**config.mk**
```make
export PLATFORM = sky130hd
export DESIGN_NAME = subckt_bist_sequencer
export DESIGN_NICKNAME = d
export VERILOG_FILES = /design/src/rtl/subckt_bist_sequencer.sv
export SDC_FILE = /design/constraint.sdc
export NUM_CORES = 1
export LEC_CHECK = 0
export ABC_AREA = 1
export CAP_MARGIN = 0
export CELL_PAD_IN_SITES_DETAIL_PLACEMENT = 0
export CELL_PAD_IN_SITES_GLOBAL_PLACEMENT = 1
export CORE_MARGIN = 2
export CORE_UTILIZATION = 39
export DETAILED_ROUTE_END_ITERATION = 10
export HOLD_SLACK_MARGIN = 0.05
export PLACE_DENSITY_LB_ADDON = 0.1
export SYNTH_ARGS = -nofsm -noshare
export SYNTH_HDL_FRONTEND = slang
export SYNTH_SLANG_ARGS = --single-unit
```
**constraint.sdc**
```tcl
create_clock -name I1470_clk -period 2.7 [get_ports I1470_clk]
set_input_delay 0.81 -clock I1470_clk [delete_from_list [all_inputs] [get_ports I1470_clk]]
set_output_delay 0.81 -clock I1470_clk [all_outputs]
set_load 0.05 [all_outputs]
```
**src/rtl/subckt_bist_sequencer.sv**
```systemverilog
// BIST sequencer for a flop-based sub-circuit under test: holds the CUT in reset,
// streams LFSR patterns into it, compacts its output into a MISR and grades the signature.
module subckt_bist_sequencer #(
    parameter int             IN_W      = 7,
    parameter int             LAT       = 2,
    parameter int             CNT_W     = 10,
    parameter int             SIG_W     = 16,
    parameter logic [IN_W-1:0] LFSR_SEED = 7'h7F
) (
    input  logic              I1470_clk,
    input  logic              I1477_rst,
    input  logic              start,
    input  logic              abort,
    input  logic [CNT_W-1:0]  num_patterns,
    input  logic [SIG_W-1:0]  golden_sig,
    output logic [IN_W-1:0]   cut_in,
    output logic              cut_rst,
    input  logic              cut_out,
    output logic              busy,
    output logic              done,
    output logic              pass,
    output logic              fail,
    output logic [SIG_W-1:0]  sig
);

    typedef enum logic [2:0] {
        S_IDLE,
        S_INIT,
        S_APPLY,
        S_DRAIN,
        S_CHECK,
        S_DONE
    } state_t;

    state_t           state;
    state_t           state_nxt;
    logic [CNT_W-1:0] cnt;
    logic [CNT_W-1:0] n_reg;
    logic [IN_W-1:0]  lfsr;
    logic [LAT-1:0]   vld_p;

    function automatic logic [IN_W-1:0] lfsr_step(input logic [IN_W-1:0] l);
        return {l[IN_W-2:0], l[IN_W-1] ^ l[IN_W-2]};
    endfunction

    function automatic logic [SIG_W-1:0] misr_step(input logic [SIG_W-1:0] s, input logic b);
        return {s[SIG_W-2:0], s[15] ^ s[13] ^ s[12] ^ s[10] ^ b};
    endfunction

    always_ff @(posedge I1470_clk or posedge I1477_rst) begin
        if (I1477_rst) begin
            state <= S_IDLE;
        end else begin
            state <= state_nxt;
        end
    end

    // cnt counts cycles spent in the current state; it restarts on every transition
    always_comb begin
        state_nxt = state;
        case (state)
            S_IDLE:  if (start && num_patterns != '0) state_nxt = S_INIT;
            S_INIT:  if (cnt == CNT_W'(1)) state_nxt = S_APPLY;
            S_APPLY: if (cnt == n_reg - 1'b1) state_nxt = S_DRAIN;
            S_DRAIN: if (cnt == CNT_W'(LAT - 1)) state_nxt = S_CHECK;
            S_CHECK: state_nxt = S_DONE;
            S_DONE:  state_nxt = S_IDLE;
            default: state_nxt = S_IDLE;
        endcase
        if (abort) state_nxt = S_IDLE;
        busy = (state == S_INIT) || (state == S_APPLY) || (state == S_DRAIN) || (state == S_CHECK);
        done = (state == S_DONE);
    end

    // CUT-facing outputs are registered from the next state so they line up with it
    always_ff @(posedge I1470_clk or posedge I1477_rst) begin
        if (I1477_rst) begin
            cnt     <= '0;
            n_reg   <= '0;
            lfsr    <= LFSR_SEED;
            vld_p   <= '0;
            cut_in  <= '0;
            cut_rst <= 1'b1;
            sig     <= '0;
            pass    <= 1'b0;
            fail    <= 1'b0;
        end else begin
            cnt     <= (state_nxt != state) ? '0 : cnt + 1'b1;
            cut_rst <= !((state_nxt == S_APPLY) || (state_nxt == S_DRAIN));
            cut_in  <= (state_nxt == S_APPLY) ? lfsr : '0;

            if (state_nxt == S_INIT) begin
                lfsr <= LFSR_SEED;
            end else if (state_nxt == S_APPLY) begin
                lfsr <= lfsr_step(lfsr);
            end

            // token marks the cycle in which the CUT response to an applied pattern is visible
            if (abort) begin
                vld_p <= '0;
            end else begin
                vld_p <= (vld_p << 1) | LAT'(state == S_APPLY);
            end

            if (state == S_INIT) begin
                sig <= '0;
            end else if (vld_p[LAT-1] && !abort) begin
                sig <= misr_step(sig, cut_out);
            end

            if (abort) begin
                pass <= 1'b0;
                fail <= 1'b0;
            end else if (state == S_IDLE && state_nxt == S_INIT) begin
                n_reg <= num_patterns;
                pass  <= 1'b0;
                fail  <= 1'b0;
            end else if (state == S_CHECK) begin
                pass <= (sig == golden_sig);
                fail <= (sig != golden_sig);
            end
        end
    end

endmodule

```
Word level (Yosys, flattened, before mapping)
Index checks and enable logic that the tools add are counted.
Widths: inputs -> output; s select.
{"block": "op_classes", "add_sub_neg": 2, "n_eq_ne": 13, "n_mux": 19, "bitwise_logic": 7, "reduce_logical": 15}
{"cell": "$mux 16", "n": 2}
{"cell": "$mux 7", "n": 3}
{"cell": "$eq 16x16->1", "n": 1}
{"cell": "$ne 16x16->1", "n": 1}
{"cell": "$mux 3", "n": 5}
{"cell": "$pmux 3 s5", "n": 1}
{"cell": "$eq 3x2->1 const B", "n": 4}
{"cell": "$add 10x1->10 const B", "n": 1}
{"cell": "$eq 10x1->1 const B", "n": 1}
{"cell": "$eq 10x10->1", "n": 1}
{"cell": "$mux 10", "n": 1}
{"cell": "$reduce_bool 10->1", "n": 1}
{"cell": "$sub 10x1->10 const B", "n": 1}
{"cell": "$eq 3x1->1 const B", "n": 2}
{"cell": "$eq 3x3->1 const B", "n": 2}
{"cell": "$mux 1", "n": 6}
{"cell": "$xor 1x1->1", "n": 5}
{"cell": "$logic_or 1x1->1", "n": 4}
{"cell": "$reduce_bool 2->1", "n": 2}
{"cell": "$logic_and 1x1->1", "n": 3}
{"cell": "$logic_not 3->1", "n": 1}
{"cell": "$ne 3x3->1", "n": 1}
{"cell": "$reduce_bool 3->1", "n": 1}
{"cell": "$logic_not 1->1", "n": 2}
{"cell": "4 further kinds", "n": 4}
{"block": "word_totals", "input_bits": 31, "reg_bits": 58}

Depth between registers and ports, before layout
{"block": "depth", "ltp_word": 9, "depth_mapped": 17, "mapped_depth_nobuf": 16}

Least setup slack after synthesis
Ideal clock, no wire load.
{"block": "synth_path", "kind": "register to output", "startpoint": "register state[1]", "endpoint": "output done", "arrival_time_ns": 1.554, "stages_incl_launch_ff": 2, "slack_ns": 0.336, "required_time_ns": 1.890, "path_cell_list": "dfrtp_1 -> nor3_1"}
{"block": "synth_between", "elab_chain_cells": 1}
{"element": "start: declaration", "line_no": "35", "source": "state_t state;"}
{"element": "start signal: assignment", "line_no": "54", "source": "state <= state_nxt;"}
{"element": "$eq 3x3->1", "line_no": "72", "source": "done = (state == S_DONE);"}
{"element": "end: declaration", "line_no": "20", "source": "output logic done,"}
Every way passes these cells.

Worst setup path in the final report
{"block": "layout_path", "startpoint": "register state[0]", "endpoint": "output busy"}
{"block": "layout_between", "elab_chain_cells": 4, "elab_cells_between_ends": 7, "classes_between": "eq/ne (4); reduce/logical (3)"}
{"element": "$eq 3x1->1 or $eq 3x2->1 (tied branches)", "line_no": "71", "source": "busy = (state == S_INIT) || (state == S_APPLY) || (state == S_DRAIN) || (state == S_CHECK);"}
{"element": "$logic_or 1x1->1 (2 in a row)", "line_no": "71"}
{"element": "$logic_or 1x1->1 *", "line_no": "71"}
{"element": "end: declaration", "line_no": "19", "source": "output logic busy,"}
Mark *: on every way between the ends. The rest lies on a longest branch, timed or not.

==> flow_summary.toml <==
[setup_path]
crit_arrival_ns = 1.76
r2r-start = "n_reg[0]$_DFFE_PP0P_"
r2r_slack_ns = 0.54
r2r_end = "n_reg[7]$_DFFE_PP0P_"
cpPeakStageDelay_ns = 0.39
critPathTopFamily = "buffers and inverters"
crit_required_ns = 1.89
end_kind = "output port"
critPathKind = "register to output port"
critPathBufInv = 3
crit_fanout = 16
cp_cell_sequence = "inv_2 > nor3_4 > inv_1 > nand4_1 > buf_12"
crit_path_start_kind = "register"
r2r_cells = 16
critPathSlowestCell = "dfrtp_1"

[logic_synthesis]
synthTopCellsByArea = "dfrtp_1 (39%), nand2_1 (9.7%), dfstp_2 (6.6%)"
syn_area_per_cell_sq_um = 8.21
synth_edf_count = 0
synth-seq-cells = 58
synthCells = 387
yosysUniqueCellTypes = 35
synth_ff_type = "dfrtp_1"
synthesis.nets = 421
synth_top_area_cell = "dfrtp_1"
ys_seq_area_frac = 0.460
synth_commonest_cells = "nand2_1 (82), dfrtp_1 (50), inv_1 (38)"
synthMostInstantiatedCell = "nand2_1"
synth_top_area_frac = 0.394
synthArstFlopShare = 1.00
ys_warn_count = 0
synthesis.area_sq_mm = 0.00318

[sta]
fin_worst_skew_ns = 0.0127
fin_ws_ns = 0.126
timing.fmax_ghz = 0.388
fin_crit_ns = 2.57
setup-tns-final_ns = 0
worst_slew_pin_slew_ns = 0.519
rsz0062_at_grt = "false"
relSlewSlack = 0.653
setup_viol = 0
final_hold_viol_count = 0
maxSlewViolCount = 0
finalCritPeriodShare = 0.953

[placed_design]
numPortBuffers = 58
preCtsSetupSlack_ns = 0.202
place_congestion = 0.779
hpwl_um = 5420

[floorplanning]
dieHeight_um = 94.2
dieArea_sq_mm = 0.00888
start_util = 0.407
die_w_um = 94.2
rows = 32
core_area_sq_mm = 0.00781
io_pins = 59

[cts]
cts_made_buffers = 9
cts.sinks = 58
cts_buffer_depth = 2
clock_latency_ns = 0.34
htreeDepth = 3
cts_setup_buffers = 0
postCtsHoldBufs = 0
cts-root-buf = "clkbuf_8"
cts_tree = "built"
clk_pin_slew_worst_paths_ns = 0.07
ctsResizeCount = 0

[job]
drv_cap = 0

[power_and_ir_drop]
internal-power_mw = 2.09
vdd.ir_drop.worst_mv = 0.458
switching_share = 0.387
p_seq_frac = 0.369
powerDensity_mw_per_mm2 = 822
clockPowerShare = 0.262
power.leakage_nw = 1.95
power.switching_mw = 1.32
power_frac_comb = 0.368

[finish]
largest_reg_flops = 16
layout-drive-gt1-share = 0.152
areaGrowthSynthToFinish_pct = 30.3
num-fill-cells = 764
layout.nets = 489
n_antenna_cell = 0

[detailed_routing]
dr_wl_met3_um = 306
drcViolationCount = 0
drt_pass1_iterations = 4
drt-total-wl_um = 7050
post_drt_via_cell_ratio = 4.74
wl_per_cell_um = 12.5
wl_met1_um = 3600
wl_met2_um = 3020
top_layer = "met4"
drtIter0Drc = 86
vias = 2665
drtAntennaViolNets = 0

[global_routing]
grt_overflow = 0
grt_pass1_wl_um = 11800
grt_max_degree = 43
grt_util_all_layers = 0.171
grt_pass1_vias = 2540
antenna_found_initial = 0

[hold_path]
hold_path_class = "register to register"
min_to = "vld_p[1]$_DFF_PP0_"
holdPathStages = 2
holdCritStartpoint = "vld_p[0]$_DFF_PP0_"

[outcome]
outcome = "completed"
layer usage:
layer / GRT usage / up-vias
met5: 0 / -
met4: 0.0688 / 0
met3: 0.0353 / 11
met2: 0.259 / 56
met1: 0.239 / 1207
li1: - / 1391
area by class of cell:
cell class                 instances  area, sq um  area share
sequential                        58         1460       0.353
timing repair buffer              66          661       0.160
inverter                          48          180      0.0435
tap                              102          128      0.0308
multi-input combinational        272         1480       0.359
clock buffer                       9          124      0.0299
clock inverter                     7          100      0.0242
cell usage in the layout (no fill, tap or decap), types with 14 or more instances in the layout:
cell type	synthesis	final
nand2_1	82	82
xor2_1	16	16
xnor2_1	17	17
o21ai_0	14	14
nor2_1	34	34
nand4_1	17	17
dfrtp_1	50	50
inv_1	38	37
clkdlybuf4s50_1	0	56
nand3_1	35	35
worst reg2reg max path, cell delays in order (launching register included):
cell and delay, ns:
dfrtp_1 0.42, inv_2 0.06, ha_1 0.24, inv_1 0.07, nand2_1 0.06, nand2_1 0.07
nand2_1 0.05, nand2_1 0.06, nand2_1 0.06, nor2_1 0.11, nand3_1 0.12, nor2_1 0.12
nor2_1 0.07, nor2_4 0.12, nand3_2 0.23, nand2_1 0.14, nand2_1 0.05
per-stage QoR:
step	power [mW]	instance area [sq um]	std cells	hold slack, ns	utilization
floorplan	2.17	3180	387	0.434	-
global placement	2.52	3910	546	0.435	0.501
detailed placement	2.54	3910	546	0.455	0.501
CTS	3.45	4140	562	0.468	0.530
global route	3.66	4140	562	0.483	0.530
finish	3.40	4140	562	0.457	0.530
worst max path at each step:
stage,start,endpoint,slack [ns],depth (start not counted)
finish,state[0]$_DFF_PP0_,busy,0.13,5
global placement,num_patterns[1],cnt[2]$_DFF_PP0_,0.21,11
CTS,state[0]$_DFF_PP0_,busy,0.12,5
floorplan,state[1]$_DFF_PP0_,done,0.34,1
global route,state[0]$_DFF_PP0_,busy,0.04,5
detailed placement,num_patterns[1],cnt[2]$_DFF_PP0_,0.20,11
power by group through the flow:
| stage | clock network (mW) | registers [mW] | logic [mW] |
|---|---|---|---|
| after floorplan | 0 | 1.33 | 0.839 |
| after global placement | 0 | 1.27 | 1.25 |
| after detailed placement | 0 | 1.27 | 1.26 |
| after CTS | 0.917 | 1.26 | 1.27 |
| after global routing | 0.957 | 1.28 | 1.42 |
| final | 0.893 | 1.26 | 1.25 |
logic make-up (layout without fill, tap and decap cells):
| family | count (synthesis) | in the layout | synth area share |
|---|---|---|---|
| buf+inv | 57 | 130 | 0.0725 |
| xor+xnor | 33 | 33 | 0.0910 |
| compound gates | 36 | 36 | 0.0658 |
| flops | 58 | 58 | 0.460 |
| fa+ha+maj | 3 | 3 | 0.0118 |
| simple gates | 200 | 200 | 0.299 |
Power figures use the tool's default switching activity.
